`src/rtl/dmem_arbiter_pkg.sv`:
```
// Shared constants and types for the data-memory arbiter.
// Address layout: [12:10] bank, [9:0] word offset.
package dmem_arbiter_pkg;

    localparam int ADDR_W   = 13;
    localparam int DATA_W   = 32;
    localparam int BANK_MSB = 12;
    localparam int BANK_LSB = 10;

    localparam logic RW_WRITE = 1'b1;
    localparam logic RW_READ  = 1'b0;

    typedef enum logic [1:0] {
        S_IDLE   = 2'd0,
        S_ACCESS = 2'd1,
        S_WAIT   = 2'd2,
        S_RESP   = 2'd3
    } state_e;

endpackage

```
`src/rtl/dmem_arbiter_if.sv`:
```
// Requester and DMEM pin bundle for the arbiter.
// slave = arbiter side, master = requesters plus memory.
interface dmem_arbiter_if;
    import dmem_arbiter_pkg::*;

    logic              req0;
    logic              req1;
    logic              we0;
    logic              we1;
    logic [ADDR_W-1:0] addr0;
    logic [ADDR_W-1:0] addr1;
    logic [DATA_W-1:0] wdata0;
    logic [DATA_W-1:0] wdata1;
    logic              ack0;
    logic              ack1;
    logic [DATA_W-1:0] rdata0;
    logic [DATA_W-1:0] rdata1;
    logic              busy;
    logic [ADDR_W-1:0] mem_address;
    logic [DATA_W-1:0] mem_data_in;
    logic              mem_read_write;
    logic [DATA_W-1:0] mem_dataOut;

    modport slave (
        input  req0, req1, we0, we1, addr0, addr1, wdata0, wdata1,
        input  mem_dataOut,
        output ack0, ack1, rdata0, rdata1, busy,
        output mem_address, mem_data_in, mem_read_write
    );

    modport master (
        output req0, req1, we0, we1, addr0, addr1, wdata0, wdata1,
        output mem_dataOut,
        input  ack0, ack1, rdata0, rdata1, busy,
        input  mem_address, mem_data_in, mem_read_write
    );

endinterface

```
`src/rtl/dmem_arbiter_rr_arb2.sv`:
```
// Two-way round-robin arbiter; last_grant resets to 1
// so port 0 wins the first tie.
module rr_arb2 (
    input  logic       clock_i,
    input  logic       reset_i,
    input  logic [1:0] req_i,
    input  logic       advance_i,
    output logic [1:0] gnt_o
);

    logic last_q;
    logic last_d;

    always_comb begin
        gnt_o[0] = req_i[0] & (~req_i[1] | last_q);
        gnt_o[1] = req_i[1] & (~req_i[0] | ~last_q);
        last_d   = last_q;
        if (advance_i && (|req_i)) begin
            last_d = gnt_o[1];
        end
    end

    always_ff @(posedge clock_i) begin
        if (reset_i) begin
            last_q <= 1'b1;
        end else begin
            last_q <= last_d;
        end
    end

endmodule

```
`src/rtl/dmem_arbiter.sv`:
```
// Shares one single-port DMEM between the LSU (port 0) and
// the loader/DMA (port 1); one access in flight at a time.
module dmem_arbiter
    import dmem_arbiter_pkg::*;
#(
    parameter int READ_LAT = 1
) (
    input  logic           clock,
    input  logic           reset,
    dmem_arbiter_if.slave  bus
);

    localparam int CNT_W = $clog2(READ_LAT) + 1;

    state_e            state_q, state_d;
    logic              gnt_q, gnt_d;
    logic              we_q, we_d;
    logic [ADDR_W-1:0] addr_q, addr_d;
    logic [DATA_W-1:0] wdata_q, wdata_d;
    logic [CNT_W-1:0]  cnt_q, cnt_d;
    logic [DATA_W-1:0] rdata0_q, rdata0_d;
    logic [DATA_W-1:0] rdata1_q, rdata1_d;
    logic              ack0_q, ack0_d;
    logic              ack1_q, ack1_d;
    logic [1:0]        gnt;
    logic              advance;

    rr_arb2 u_arb (
        .clock_i   (clock),
        .reset_i   (reset),
        .req_i     ({bus.req1, bus.req0}),
        .advance_i (advance),
        .gnt_o     (gnt)
    );

    always_comb begin
        state_d  = state_q;
        gnt_d    = gnt_q;
        we_d     = we_q;
        addr_d   = addr_q;
        wdata_d  = wdata_q;
        cnt_d    = cnt_q;
        rdata0_d = rdata0_q;
        rdata1_d = rdata1_q;
        ack0_d   = 1'b0;
        ack1_d   = 1'b0;
        advance  = 1'b0;
        unique case (state_q)
            S_IDLE: begin
                if (bus.req0 || bus.req1) begin
                    advance = 1'b1;
                    gnt_d   = gnt[1] & ~gnt[0];
                    we_d    = gnt_d ? bus.we1    : bus.we0;
                    addr_d  = gnt_d ? bus.addr1  : bus.addr0;
                    wdata_d = gnt_d ? bus.wdata1 : bus.wdata0;
                    state_d = S_ACCESS;
                end
            end
            S_ACCESS: begin
                if (we_q == RW_WRITE) begin
                    state_d = S_RESP;
                    ack0_d  = ~gnt_q;
                    ack1_d  = gnt_q;
                end else begin
                    state_d = S_WAIT;
                    cnt_d   = CNT_W'(READ_LAT - 1);
                end
            end
            S_WAIT: begin
                if (cnt_q == '0) begin
                    if (gnt_q) begin
                        rdata1_d = bus.mem_dataOut;
                    end else begin
                        rdata0_d = bus.mem_dataOut;
                    end
                    state_d = S_RESP;
                    ack0_d  = ~gnt_q;
                    ack1_d  = gnt_q;
                end else begin
                    cnt_d = cnt_q - 1'b1;
                end
            end
            S_RESP: begin
                state_d = S_IDLE;
            end
            default: begin
                state_d = S_IDLE;
            end
        endcase
    end

    always_ff @(posedge clock) begin
        if (reset) begin
            state_q  <= S_IDLE;
            gnt_q    <= 1'b0;
            we_q     <= RW_READ;
            addr_q   <= '0;
            wdata_q  <= '0;
            cnt_q    <= '0;
            rdata0_q <= '0;
            rdata1_q <= '0;
            ack0_q   <= 1'b0;
            ack1_q   <= 1'b0;
        end else begin
            state_q  <= state_d;
            gnt_q    <= gnt_d;
            we_q     <= we_d;
            addr_q   <= addr_d;
            wdata_q  <= wdata_d;
            cnt_q    <= cnt_d;
            rdata0_q <= rdata0_d;
            rdata1_q <= rdata1_d;
            ack0_q   <= ack0_d;
            ack1_q   <= ack1_d;
        end
    end

    // Address/data only change on a grant, so the pins stay quiet elsewhere.
    assign bus.ack0           = ack0_q;
    assign bus.ack1           = ack1_q;
    assign bus.rdata0         = rdata0_q;
    assign bus.rdata1         = rdata1_q;
    assign bus.busy           = (state_q != S_IDLE);
    assign bus.mem_address    = addr_q;
    assign bus.mem_data_in    = wdata_q;
    assign bus.mem_read_write = (state_q == S_ACCESS) && (we_q == RW_WRITE);

endmodule
```
`src/flat_wrapper.sv`:
```
// flat-port wrapper written by rule: the top's interface ports become plain ports
module dmem_arbiter_flat import dmem_arbiter_pkg::*;
#(
    parameter int READ_LAT = 1
)
  (clock, reset, bus_req0, bus_req1, bus_we0, bus_we1, bus_addr0, bus_addr1, bus_wdata0, bus_wdata1, bus_mem_dataOut, bus_ack0, bus_ack1, bus_rdata0, bus_rdata1, bus_busy, bus_mem_address, bus_mem_data_in, bus_mem_read_write);
  dmem_arbiter_if bus_i ();
  input  logic clock;
  input  logic reset;
  input wire logic [$bits(bus_i.req0)-1:0] bus_req0;
  input wire logic [$bits(bus_i.req1)-1:0] bus_req1;
  input wire logic [$bits(bus_i.we0)-1:0] bus_we0;
  input wire logic [$bits(bus_i.we1)-1:0] bus_we1;
  input wire logic [$bits(bus_i.addr0)-1:0] bus_addr0;
  input wire logic [$bits(bus_i.addr1)-1:0] bus_addr1;
  input wire logic [$bits(bus_i.wdata0)-1:0] bus_wdata0;
  input wire logic [$bits(bus_i.wdata1)-1:0] bus_wdata1;
  input wire logic [$bits(bus_i.mem_dataOut)-1:0] bus_mem_dataOut;
  output wire logic [$bits(bus_i.ack0)-1:0] bus_ack0;
  output wire logic [$bits(bus_i.ack1)-1:0] bus_ack1;
  output wire logic [$bits(bus_i.rdata0)-1:0] bus_rdata0;
  output wire logic [$bits(bus_i.rdata1)-1:0] bus_rdata1;
  output wire logic [$bits(bus_i.busy)-1:0] bus_busy;
  output wire logic [$bits(bus_i.mem_address)-1:0] bus_mem_address;
  output wire logic [$bits(bus_i.mem_data_in)-1:0] bus_mem_data_in;
  output wire logic [$bits(bus_i.mem_read_write)-1:0] bus_mem_read_write;
  assign bus_i.req0 = bus_req0;
  assign bus_i.req1 = bus_req1;
  assign bus_i.we0 = bus_we0;
  assign bus_i.we1 = bus_we1;
  assign bus_i.addr0 = bus_addr0;
  assign bus_i.addr1 = bus_addr1;
  assign bus_i.wdata0 = bus_wdata0;
  assign bus_i.wdata1 = bus_wdata1;
  assign bus_i.mem_dataOut = bus_mem_dataOut;
  assign bus_ack0 = bus_i.ack0;
  assign bus_ack1 = bus_i.ack1;
  assign bus_rdata0 = bus_i.rdata0;
  assign bus_rdata1 = bus_i.rdata1;
  assign bus_busy = bus_i.busy;
  assign bus_mem_address = bus_i.mem_address;
  assign bus_mem_data_in = bus_i.mem_data_in;
  assign bus_mem_read_write = bus_i.mem_read_write;
  dmem_arbiter #(.READ_LAT(READ_LAT)) u_core (.clock(clock), .reset(reset), .bus(bus_i));
endmodule
```
`config.mk`:
```
export PLATFORM = sky130hd
export DESIGN_NAME = dmem_arbiter_flat
export DESIGN_NICKNAME = d
export VERILOG_FILES = /design/src/rtl/dmem_arbiter_pkg.sv /design/src/rtl/dmem_arbiter_if.sv /design/src/rtl/dmem_arbiter_rr_arb2.sv /design/src/rtl/dmem_arbiter.sv /design/src/flat_wrapper.sv
export SDC_FILE = /design/constraint.sdc
export NUM_CORES = 1
export LEC_CHECK = 0
export CAP_MARGIN = 20
export CORE_MARGIN = 5
export CORE_UTILIZATION = 40
export CTS_BUF_LIST = sky130_fd_sc_hd__clkbuf_4
export CTS_CLUSTER_DIAMETER = 150
export DETAILED_ROUTE_END_ITERATION = 10
export HOLD_SLACK_MARGIN = 0.12
export PLACE_DENSITY = 0.78
export SYNTH_ARGS = -nofsm -noshare
export SYNTH_HDL_FRONTEND = slang
export SYNTH_SLANG_ARGS = --single-unit
```
`constraint.sdc`:
```
create_clock -name clock -period 4.6 [get_ports clock]
set_clock_uncertainty 0.2 [all_clocks]
set_input_delay 0.92 -clock clock [delete_from_list [all_inputs] [get_ports clock]]
set_output_delay 0.92 -clock clock [all_outputs]
set_load 0.005 [all_outputs]
```
## After elaboration in Yosys (flattened, before gate mapping)

Index checks and enable logic that the tools add are counted.

- Register bits: 117
- Input port bits: 128
- Logic and storage cells: 59

- Add/sub/neg operators: 1
- Equal/unequal tests: 6
- Mux-type cells: 18
- Bitwise gates (word level): 11
- Reductions and logical operators: 12

Operators by type and width:

| operator | count |
|---|---|
| two-way mux 32 bit | 1 |
| two-way mux 13 bit | 1 |
| two-way mux 1 bit | 10 |
| case mux 2 bit (4 select lines) | 1 |
| NOT 1 bit | 6 |
| case mux 1 bit (2 select lines) | 3 |
| AND reduction 2 bit | 3 |
| AND reduction 3 bit | 2 |
| == test 2 bit, second input constant | 2 |
| two-way mux 2 bit | 2 |
| != test 2 bit, second input constant | 2 |
| nonzero test 2 bit | 2 |
| AND 1 bit | 3 |
| == test 2 x 1 -> 1 bit, second input constant | 1 |
| logical AND 1 bit | 2 |
| zero test 2 bit | 1 |
| != test 2 x 1 -> 1 bit, second input constant | 1 |
| bitwise OR 1 bit | 2 |
| OR reduction 2 bit | 1 |
| logical OR 1 bit | 1 |
| subtractor 1 bit, second input constant | 1 |

## Depth between registers and ports, before layout

- Word-level depth: 6
- Depth in mapped cells: 8

## Cells and area by module

From an unflattened synthesis, not the netlist that was laid out.

- Cell total of the unflattened synthesis: 573
- Area, all modules: 4,673.2 um2

By module, submodules not included:

| module | times used | cells each | area an instance (um2) |
|---|---|---|---|
| dmem_arbiter | 1 | 566 | 4,611.9 |
| rr_arb2 | 1 | 7 | 61.3 |

## Worst setup path before layout

Ideal clock, no wire load.

- Path kind: input to register
- From: in reset
- To: reg u_core.wdata_q[23] (netlist: u_core.bus.mem_data_in[23])
- Library setup time: 0.070 ns
- Data arrival time: 1.636 ns
- Required time: 4.330 ns
- Setup slack: 2.694 ns
- Stages on the path: 5
- Path buffers: 2
- Cells stage by stage: buf_2 > inv_1 > clkbuf_1 > o21ai_0 > a21oi_1

RTL lines:

| element | RTL line | text |
|---|---|---|
| start, declared | flat_wrapper.sv:9 | `input logic reset;` |
| end signal, assigned | dmem_arbiter.sv:109 | `wdata_q <= wdata_d;` |
| end, declared | dmem_arbiter.sv:19 | `logic [DATA_W-1:0] wdata_q, wdata_d;` |

## Worst setup path in the final report

- From: reg u_core.state_q[1]
- To: out bus_busy

- Word-level cells in the longest chain between the ends: 1

RTL lines:

| element | RTL line | text |
|---|---|---|
| start, declared | dmem_arbiter.sv:15 | `state_e state_q, state_d;` |
| start signal, assigned | dmem_arbiter.sv:105 | `state_q <= state_d;` |
| nonzero test 2 bit | dmem_arbiter.sv:123 | `assign bus.busy = (state_q != S_IDLE);` |
| end, declared | flat_wrapper.sv:23 | `output wire logic [$bits(bus_i.busy)-1:0] bus_busy;` |

Every way passes these cells.

==> metrics <==
global-route wire length before repair 24.34 mm; Max Fclk 333.5 MHz; Multi-input gate area 1879 sq um; Async SR Flop Fraction 0%; largest net degree at the start of global routing 71; Netlist cell types 25; Num CTS Buffers 17; Crit path largest cell delay 0.51 ns; cell with the most instances after synthesis nand2_1; Top Metal Used met4; Syn Area/Cell 7.778 sq um; Die ar. 13270 sq um; Hold WC Path Type flop to flop; initial antenna violation count 2; min Tclk post-route 2.998 ns; postcts setup bufs 0; post-synthesis instance total 569; Pint 0.002498 W; die height 115.2 um; design area 7284 sq um; fillers 940; CORE AREA 10840 sq um; Post-DRT Antenna Nets 0; crit path capture type primary output; hold_buf cts 0; Final Max Slew Viols 0; DP HPWL 11.65 mm; hold slack 0.2597 ns; clk slew on worst S/H paths 0.11 ns; combinational share of power 37.6%; Via Count 4905; Clock Latency Late Sink 0.49 ns; Data required, critical path 3.48 ns; Final Hold Viols 0; Post-synth EDFFs 0; share of the synthesized area in the top cell type 52.47%; Port Buf Inserts 240; Synth Cell Area 4425 sq um; synth warn 0; FP Rows 38; setup TNS 0 ns; DRC Markers 0; status finished clean; dpl cell area 6917 sq um; WL/cell 16.87 um; CP Max Fanout 9; fin cells 945; clock sink count 116; Net Sw Power 0.001210 W; arrival time at the worst endpoint 1.88 ns; layout cell share with drive strength beyond 1 5.355%; M1 wire length 6.065 mm; power per standard cell area 509.0 nW/um^2; WL met2 7.604 mm; Clock power frac 25.2%; I/O pin cnt 241; initial drt markers 470; drt total wl 15.95 mm; gr ovfl total 0; share of power burned in registers 37.2%; via/cell ratio 5.190; Die X 115.2 um; top cells by count, synth 175 x nand2_1, 154 x a21oi_1, 116 x dfxtp_1; drt pass-1 iters 5; Final Setup Violations 0; Net count, final 921; kind of critical path flop to primary output; CP Launch Type flop; CTS tree yes; RSZ-0062 raised after global routing no; Yosys reg bits 116; Main synth FF type dfxtp_1; Initial Util 40.82%; Leak 2.692 nW; post-synth top area cell dfxtp_1; vias in the first global route 4960; CP Cell Sequence inv_1 > ha_1 > inv_1 > clkdlybuf4s50_1; VDD IR max 0.0002604 V; clock buffer depth 2; CP max stage cell clkdlybuf4s50_1; GRT Overall Usage 23.25%; most frequent CP cell inv_1; Sequential Area 2322 sq um; sequential share of the synthesized area 52.47%; GP Congestion 0.8859; Clock Tree Root clkbuf_4; H-tree Lvls 4; Cells after DPL 911; area grow syn2layout 64.60%; max cap viols 0; Worst Tran Pin Value 0.8774 ns; Rel. slew slack 41.51%; Final period util 65.18%; Syn Nets 700; post_cts resized 0; top post-synthesis cells by area dfxtp_1 52%, a21oi_1 17%, nand2_1 15%; metal3 WL 1.897 mm; switching part of the total 32.63%
cells in the final DEF, fill, tap and decap left out, types with 2 or more instances in the layout:
cell and instances:
clkinv_1 3, a21oi_1 154, buf_16 3, dfxtp_1 116, clkinv_2 2, clkinv_4 2
nor2_1 7, and2_1 2, clkbuf_4 17, nand2_1 175, buf_4 6, clkdlybuf4s50_1 239
inv_1 4, a211oi_1 3, ha_1 3, bufinv_16 6, diode_2 2, o21ai_0 45
stage by stage:
step	setup slack, ns	util (%)	power [W]
6_report	1.602	67.20	0.003708
5_1_grt	1.478	67.20	0.003942
4_1_cts	1.553	67.15	0.003729
3_5_place_dp	1.418	63.80	0.002788
3_3_place_gp	1.539	63.04	0.002731
2_1_floorplan	2.694	-	0.002023
worst max-delay path: cells and delay by family, from the launching register on:
family / cells / cell delay, ns
buffers and inverters: 3 / 0.69
flip-flops: 1 / 0.39
adder cells (fa/ha/maj): 1 / 0.32
power groups by stage:
| stage | combinational (W) | sequential, W | clock, W |
|---|---|---|---|
| 2_1_floorplan | 0.000627 | 0.00140 | 0 |
| 3_3_place_gp | 0.00134 | 0.00139 | 0 |
| 3_5_place_dp | 0.00139 | 0.00139 | 0 |
| 4_1_cts | 0.00140 | 0.00138 | 0.000948 |
| 5_1_grt | 0.00154 | 0.00141 | 0.000997 |
| 6_report | 0.00140 | 0.00138 | 0.000933 |
path summary, 6_finish.rpt:
kind	slack [ns]	depth (start not counted)	to	startpoint
min reg2reg	0.26	2	u_core.bus.rdata0[29]	u_core.bus.rdata0[29]
max reg2reg	2.51	6	u_core.bus.mem_address[10]	u_core.state_q[0]
min	0.26	2	u_core.bus.rdata0[29]	u_core.bus.rdata0[29]
max	1.60	4	bus_busy	u_core.state_q[1]
registers in the layout (all words and copies together), names as in the netlist:
signal and count:
u_core.bus.rdata0 32, u_core.bus.ack0 1, u_core.gnt_q 1, u_core.bus.mem_address 13, u_core.bus.ack1 1, u_core.state_q 2
u_core.we_q 1, u_core.bus.mem_data_in 32, u_core.u_arb.last_q 1, u_core.bus.rdata1 32
cell type report:
cell class | count | share of cell area (%)
clock buffers | 17 | 1.752
clock inverters | 15 | 3.229
well taps | 140 | 2.405
multi-input cells | 402 | 25.80
diodes | 2 | 0.06870
flip-flops and latches | 116 | 31.88
repair buffers | 249 | 34.66
inverters | 4 | 0.2061
per-layer routing:
layer / vias to the layer above / track usage (%)
li1: 2348 / -
met1: 2277 / 25.87
met2: 254 / 39.43
met3: 26 / 10.53
met4: 0 / 7.981
met5: - / 0
cells by family (layout without fill, tap and decap cells):
logic type	count (synthesis)	in the layout	synth area share, %
simple gates	190	190	16.74
flops	116	116	52.47
other cells	0	2	0
buf+inv	51	285	5.541
compound gates	208	208	24.17
fa+ha+maj	3	3	0.8483
mux	1	1	0.2262
No activity file was read; power rests on OpenSTA's default activity.
